### config.mk
export PLATFORM = sky130hd
export DESIGN_NAME = pc_branch_unit
export DESIGN_NICKNAME = d
export VERILOG_FILES = /design/src/rtl/pc_branch_pkg.sv /design/src/rtl/pc_branch_unit_cond.sv /design/src/rtl/pc_branch_unit.sv
export SDC_FILE = /design/constraint.sdc
export NUM_CORES = 1
export LEC_CHECK = 0
export CAP_MARGIN = 15
export CORE_MARGIN = 1.5
export CORE_UTILIZATION = 42
export DETAILED_ROUTE_END_ITERATION = 8
export PLACE_DENSITY = 0.86
export SLEW_MARGIN = 20
export SYNTH_ARGS = -nofsm -noshare
export SYNTH_HDL_FRONTEND = slang
export SYNTH_SLANG_ARGS = --single-unit
### constraint.sdc
create_clock -name clk -period 3.7 [get_ports clk]
set_input_delay 1.11 -clock clk [delete_from_list [all_inputs] [get_ports clk]]
set_output_delay 1.11 -clock clk [all_outputs]
set_load 0.01 [all_outputs]
### src/rtl/pc_branch_pkg.sv
// Shared branch-type codes and FSM states for the PC / branch-resolution stage.
package pc_branch_pkg;

    localparam int unsigned BT_W = 4;

    // Branch-type encodings; 10..15 are unused and behave as NONE.
    localparam logic [BT_W-1:0] BT_NONE = 4'd0;
    localparam logic [BT_W-1:0] BT_BR   = 4'd1;
    localparam logic [BT_W-1:0] BT_BLTZ = 4'd2;
    localparam logic [BT_W-1:0] BT_BZ   = 4'd3;
    localparam logic [BT_W-1:0] BT_BNZ  = 4'd4;
    localparam logic [BT_W-1:0] BT_BL   = 4'd5;
    localparam logic [BT_W-1:0] BT_BCY  = 4'd6;
    localparam logic [BT_W-1:0] BT_BNCY = 4'd7;
    localparam logic [BT_W-1:0] BT_JR   = 4'd8;
    localparam logic [BT_W-1:0] BT_HALT = 4'd9;

    // RUN/HALT machine; HALT is only left through reset.
    typedef enum logic {
        ST_RUN  = 1'b0,
        ST_HALT = 1'b1
    } state_t;

endpackage

### src/rtl/pc_branch_unit_cond.sv
// Branch condition evaluation: pure combinational decode of br_type against flags.
module branch_cond_eval
    import pc_branch_pkg::*;
(
    input  logic [BT_W-1:0] br_type,
    input  logic            carry_q,
    input  logic            zero_in,
    input  logic            sign_in,
    output logic            taken_raw
);

    // Live flags for sign/zero tests, latched carry for carry tests.
    always_comb begin
        taken_raw = 1'b0;
        case (br_type)
            BT_BR, BT_BL, BT_JR: taken_raw = 1'b1;
            BT_BLTZ:             taken_raw = sign_in;
            BT_BZ:               taken_raw = zero_in;
            BT_BNZ:              taken_raw = ~zero_in;
            BT_BCY:              taken_raw = carry_q;
            BT_BNCY:             taken_raw = ~carry_q;
            default:             taken_raw = 1'b0;
        endcase
    end

endmodule

### src/rtl/pc_branch_unit.sv
// Program counter, flag latch, RUN/HALT machine and next-PC selection.
module pc_branch_unit
    import pc_branch_pkg::*;
#(
    parameter int unsigned     PC_W     = 32,
    parameter logic [PC_W-1:0] RESET_PC = 32'h0000_0000,
    parameter int unsigned     OFF_W    = 26
) (
    input  logic              clk,
    input  logic              rst_n,
    input  logic              en,
    input  logic [BT_W-1:0]   br_type,
    input  logic [OFF_W-1:0]  br_off,
    input  logic [PC_W-1:0]   reg_tgt,
    input  logic              flag_we,
    input  logic              carry_in,
    input  logic              zero_in,
    input  logic              sign_in,
    output logic [PC_W-1:0]   pc,
    output logic [PC_W-1:0]   pc_plus4,
    output logic              taken,
    output logic              link_we,
    output logic [PC_W-1:0]   link_addr,
    output logic              carry_q,
    output logic              zero_q,
    output logic              sign_q,
    output logic              halted
);

    localparam logic [PC_W-1:0] ALIGN_MASK = ~PC_W'(3);
    localparam logic [PC_W-1:0] PC_STEP    = PC_W'(4);

    state_t          state;
    logic            advance;
    logic            taken_raw;
    logic [PC_W-1:0] off_ext;
    logic [PC_W-1:0] rel_tgt;
    logic [PC_W-1:0] jr_tgt;
    logic [PC_W-1:0] next_pc;

    branch_cond_eval u_cond (
        .br_type   (br_type),
        .carry_q   (carry_q),
        .zero_in   (zero_in),
        .sign_in   (sign_in),
        .taken_raw (taken_raw)
    );

    // Sequential-PC and branch-target arithmetic; all sums wrap modulo 2^PC_W.
    always_comb begin
        pc_plus4 = pc + PC_STEP;
        off_ext  = PC_W'($signed(br_off));
        rel_tgt  = (pc_plus4 + off_ext) & ALIGN_MASK;
        jr_tgt   = reg_tgt & ALIGN_MASK;
    end

    // Redirect and link strobes are only live while running and not stalled.
    always_comb begin
        advance   = en & (state == ST_RUN);
        taken     = advance & taken_raw;
        link_we   = advance & (br_type == BT_BL);
        link_addr = pc_plus4;
    end

    // Next-PC mux; a HALT instruction leaves the PC where it is.
    always_comb begin
        next_pc = pc_plus4;
        if (br_type == BT_HALT) begin
            next_pc = pc;
        end else if (taken_raw) begin
            next_pc = (br_type == BT_JR) ? jr_tgt : rel_tgt;
        end
    end

    // PC, flag latch and RUN/HALT machine; everything holds on stall or in HALT.
    always_ff @(posedge clk or negedge rst_n) begin
        if (!rst_n) begin
            state   <= ST_RUN;
            halted  <= 1'b0;
            pc      <= RESET_PC;
            carry_q <= 1'b0;
            zero_q  <= 1'b0;
            sign_q  <= 1'b0;
        end else begin
            case (state)
                ST_RUN: begin
                    if (en) begin
                        pc <= next_pc;
                        if (flag_we) begin
                            carry_q <= carry_in;
                            zero_q  <= zero_in;
                            sign_q  <= sign_in;
                        end
                        if (br_type == BT_HALT) begin
                            state  <= ST_HALT;
                            halted <= 1'b1;
                        end
                    end
                end
                ST_HALT: begin
                    halted <= 1'b1;
                end
                default: begin
                    state  <= ST_HALT;
                    halted <= 1'b1;
                end
            endcase
        end
    end

endmodule

# [Word-level counts from Yosys, hierarchy flattened]
# Cells that the tools add are included.
[classes] add_sub_neg=2 multipliers=0 n_div=0 order_cmp=0 n_eq_ne=11 shift=0 n_mux=9 bitwise=7 n_reduce_logical=4
[ops] cell="2-to-1 mux 32 bit" n=2
[ops] cell="adder 32 x 3 -> 32 bit, second input constant" n=1
[ops] cell="adder 32 bit" n=1
[ops] cell="equality test 4 x 3 -> 1 bit, second input constant" n=4
[ops] cell="equality test 4 x 2 -> 1 bit, second input constant" n=2
[ops] cell="equality test 4 bit, second input constant" n=2
[ops] cell="case mux 1 bit (6 select lines)" n=1
[ops] cell="AND reduction 3 bit" n=2
[ops] cell="2-to-1 mux 1 bit" n=5
[ops] cell="equality test 4 x 1 -> 1 bit, second input constant" n=1
[ops] cell="NOT 1 bit" n=4
[ops] cell="bitwise AND 1 bit" n=3
[ops] cell="OR reduction 3 bit" n=1
[ops] cell="!= test 2 x 1 -> 1 bit, second input constant" n=1
[ops] cell="!= test 2 bit, second input constant" n=1
[ops] cell="case mux 1 bit (2 select lines)" n=1
[ops] cell="AND reduction 2 bit" n=1
[word_totals] register_bits=37 latch_bits=0 ramBits=0 mem_bits_ro=0 in_bits=69 out_inout_bits=102 elab_cells=39 mem_count=0

# [Logic depth before layout (Yosys ltp)]
[depth] word_depth=4 mapped_depth=17 ltp_nobuf=16

# [By module]
# A second synthesis with hierarchy kept.
[hier_totals] cells_unflattened=602 area_unflattened_um2=4578.1
[modules_own_cells] module="pc_branch_unit" instances=1 cells_each=589 area_each_um2=4503.1 seq_area_each_um2=875.8
[modules_own_cells] module="branch_cond_eval" instances=1 cells_each=13 area_each_um2=75.1 seq_area_each_um2=0.0

# [Worst setup path after synthesis]
# No wires, ideal clock.
[synth_timing] kind="reg-to-reg" start="reg pc[2]" end="reg pc[31]" setup_ns=0.133 t_arrival_ns=3.606 required_time_ns=3.567 path_slack_ns=-0.039 path_stages_with_launch=18 n_path_buf=1 period_less_slack_ns=3.739 cell_sequence="dfrtp_1 ha_1 and3_1 nand3_2 nor2_1 nand3_1 nor2b_1 xor2_1 ha_1 clkbuf_1 a21o_1 a21o_1 a21o_1 a211oi_1 o21bai_1 a21o_1 a2bb2oi_1 o211ai_1"
[synth_between] elab_chain_cells=4
[synth_rtl] item="from (decl)" line="pc_branch_unit.sv:19" source="output logic [PC_W-1:0] pc,"
[synth_rtl] item="from (signal assigned)" line="pc_branch_unit.sv:88" source="pc <= next_pc;"
[synth_rtl] item="adder 32 x 3 -> 32 bit" line="pc_branch_unit.sv:51" source="pc_plus4 = pc + PC_STEP;"
[synth_rtl] item="net link_addr[24]" line="pc_branch_unit.sv:23" source="output logic [PC_W-1:0] link_addr,"
[synth_rtl] item="adder 32 bit" line="pc_branch_unit.sv:53" source="rel_tgt = (pc_plus4 + off_ext) & ALIGN_MASK;"
[synth_rtl] item="2-to-1 mux 32 bit" line="pc_branch_unit.sv:71" source="next_pc = (br_type == BT_JR) ? jr_tgt : rel_tgt;"
[synth_rtl] item="2-to-1 mux 32 bit" line="pc_branch_unit.sv:70" source="end else if (taken_raw) begin"
# The timed path passes the listed nets, and every way through them passes these cells.
# A chain may end at the register's enable or synchronous reset.

# [Worst setup path in the final report]
[layout_timing] start="reg pc[10]" end="out pc_plus4[29]"
[layout_between] elab_chain_cells=1
[layout_rtl] item="adder 32 x 3 -> 32 bit" line="pc_branch_unit.sv:51"
[layout_rtl] item="to (decl)" line="pc_branch_unit.sv:20" source="output logic [PC_W-1:0] pc_plus4,"
# Every way passes these cells.

==> results.json <==
{
  "place_area_sq_um": 6738,
  "netlist_instances": 584,
  "holdPathEnd": "halted",
  "synthMostInstantiatedCell": "nand2_1",
  "cts.htree.levels": 2,
  "yosysTopAreaCell": "dfrtp_1",
  "std_cell_rows": 38,
  "power.internal_mw": 3.084,
  "max_clock_freq_mhz": 275.1,
  "max_stage_delay_ns": 0.57,
  "grt_pass1_wl_mm": 26.92,
  "final.fill_count": 902,
  "powerDensity_nw_per_um2": 789.5,
  "io_pins": 171,
  "worst-r2r-setup-slack_ns": 0.17,
  "status": "finished clean",
  "cts_buffer_depth": 2,
  "crit_path_top_delay_cell": "clkdlybuf4s50_1",
  "start_util_pct": 42.84,
  "fin_crit_sh_pct": 98.24,
  "synth_cell_type_count": 75,
  "root_buffer": "clkbuf_8",
  "worstMarginPinSlew_ns": 0.9636,
  "yosysSeqAreaShare_pct": 18.94,
  "cp-start-kind": "flop",
  "dp_hpwl_mm": 13.20,
  "num_vias": 5570,
  "grt_usage_pct": 28.93,
  "p_comb_share_pct": 79.7,
  "route.detailed.drc": 0,
  "core_sq_um": 10790,
  "r2r_end": "pc[27]",
  "async_flop_share_pct": 100.0,
  "p_clk_share_pct": 6.4,
  "multiInputGateArea_sq_um": 3607,
  "arrival_ns": 2.52,
  "worstHoldPathType": "flop to flop",
  "synth_edf_count": 0,
  "synth_commonest_cells": "nand2_1 (54), nor2_1 (45), a21oi_1 (43)",
  "instances_no_fill": 937,
  "hold_start": "halted",
  "cts_buffers": 5,
  "drt-total-wl_mm": 17.31,
  "holdPathStages": 1,
  "synth_warnings": 0,
  "die_x_um": 107.9,
  "switching_share_pct": 45.38,
  "grt_pass1_vias": 5431,
  "maxSlewViolCount": 0,
  "finalInstanceArea_sq_um": 7152,
  "synth_top_area_share_pct": 18.94,
  "p_leak_nw": 3.166,
  "drive_above_1_share_pct": 21.33,
  "hold_ws_ns": 0.4837,
  "syn_area_per_cell_sq_um": 7.916,
  "vdd_drop_max_uv": 422.1,
  "regArea_sq_um": 877.1,
  "netlist_top_cells_area": "dfrtp_1 (19%), ha_1 (10%), buf_4 (5.8%)",
  "viasPerCell": 5.945,
  "placed_cells": 919,
  "synthesis.area_sq_um": 4623,
  "wl_per_cell_um": 18.47,
  "finalSetupViolCount": 0,
  "pwr-share-seq_pct": 13.8,
  "antenna_cells": 0,
  "cts.clk_slew.worst_paths_ns": 0.09,
  "drt_first_pass_iters": 5,
  "ys_ff_latch": 35,
  "ff2ff_path_depth": 16,
  "ant_nets": 0,
  "die_h_um": 107.9,
  "critPathBufInv": 2,
  "rsz0062_at_grt": "true",
  "dieArea_sq_um": 11650,
  "required_ns": 2.59,
  "cp-end-kind": "primary output",
  "grt_overflow": 0,
  "cap_violations": 0,
  "skew_ns": 0.01092,
  "port_buffers": 160,
  "hold_buffers": 0,
  "gp_congestion": 0.9500,
  "min_period_ns": 3.635,
  "worstPathMaxFanout": 4,
  "drtIter0Drc": 539,
  "area_growth_pct": 54.70,
  "power.switching_mw": 2.562,
  "slew_headroom_pct": 35.76,
  "cts_num_sinks": 35,
  "grt_antenna_before_repair": 0,
  "synthFlopType": "dfrtp_1",
  "path_cells": "and3_2 -> nand3_4 -> buf_4 -> nor3_4 -> and2_4 -> xor2_2 -> clkdlybuf4s50_1",
  "totalPowerFinal_mw": 5.646,
  "cp_top_family": "simple AND/OR/NAND/NOR gates",
  "cts_tree": "built",
  "r2r_start": "pc[3]",
  "clk_latency_ns": 0.30,
  "crit_type": "flop to primary output",
  "grt_max_degree": 44,
  "nNetsFinal": 902,
  "hold_violations": 0
}
power groups by stage:
stage	sequential (mW)	combinational, mW	clock, mW
after floorplan	0.850	2.31	0
after global placement	0.746	4.21	0
after detailed placement	0.753	4.28	0
after CTS	0.761	4.33	0.362
after global routing	0.802	4.84	0.382
final	0.781	4.50	0.363
cell usage in the layout (no fill, tap or decap), types with 9 or more instances in the layout:
cell type / Yosys / layout
o21ai_0: 30 / 29
xor2_1: 22 / 15
clkdlybuf4s50_1: 0 / 143
ha_1: 37 / 37
nand4_1: 9 / 9
a21o_1: 20 / 20
dfrtp_1: 35 / 34
o21a_1: 9 / 9
o211ai_1: 13 / 13
xnor2_1: 22 / 17
nor2_1: 45 / 41
buf_4: 36 / 100
nand2_1: 54 / 54
nand3_1: 18 / 17
a21oi_1: 43 / 42
nor3_1: 14 / 11
and3_1: 15 / 11
per-layer routing:
layer  global-route usage, %  routed length (um)  up-vias
li1                        -                   -     2554
met1                   38.26                7021     2636
met2                   50.45                8357      323
met3                   3.450                1414       57
met4                   6.579                 517        0
met5                       0                   0        -
final cells by class:
class / instances / area share (%)
multi-input combinational: 486 / 50.44
timing repair buffer: 260 / 32.86
sequential: 35 / 12.26
tap: 140 / 2.449
clock buffer: 5 / 0.9622
clock inverter: 3 / 0.6123
inverter: 8 / 0.4199
worst register-to-register path, cell delays in order, from the launching register on:
cell and delay [ns]:
dfrtp_1 0.40, ha_1 0.19, and3_4 0.20, nand3_2 0.12, nor2_4 0.16, nand2_1 0.10, xor2_2 0.15, inv_1 0.12
ha_1 0.31, a21o_1 0.18, a21o_1 0.17, a221o_1 0.39, a32oi_2 0.26, a31oi_2 0.17, o31ai_2 0.25, xor2_1 0.18
a21oi_1 0.08
timing repair:
item                                    in CTS  in global routing
resized for setup                           29                 34
endpoints found under the setup margin      28                 38
buffers inserted                             2                  8
pin swaps                                    1                  9
gates cloned                                 0                  0
flip-flops by register name, indices dropped and copies added, names as in the netlist:
| register | flops |
|---|---|
| carry_q | 1 |
| halted | 1 |
| pc | 30 |
| sign_q | 1 |
| state | 1 |
| zero_q | 1 |
through the flow:
stage | worst slack, ns | util (%) | setup TNS [ns]
after detailed placement | -0.5218 | 62.43 | -1.119
after floorplan | 0.02271 | - | 0
after global placement | -0.4399 | 62.43 | -0.8587
final | 0.06520 | 66.26 | 0
after CTS | -0.01589 | 64.39 | -0.04074
after global routing | -0.05903 | 66.26 | -0.09907
cell families after synthesis:
family | share of synthesized area, %
buf+inv | 8.660
mux | 0.7036
other cells | 0.08111
simple gates | 23.98
flops | 18.94
fa+ha+maj | 10.01
xor+xnor | 9.174
compound gates | 28.44
worst max-delay path by stage:
stage,from,to,cells past startpoint
2_1_floorplan,pc[4],pc[26],14
3_3_place_gp,br_type[2],taken,7
3_5_place_dp,br_type[2],taken,7
4_1_cts,pc[3],link_addr[22],8
5_1_grt,pc[10],pc_plus4[29],7
6_report,pc[10],pc_plus4[29],7
(Power assumes the default switching activity.)
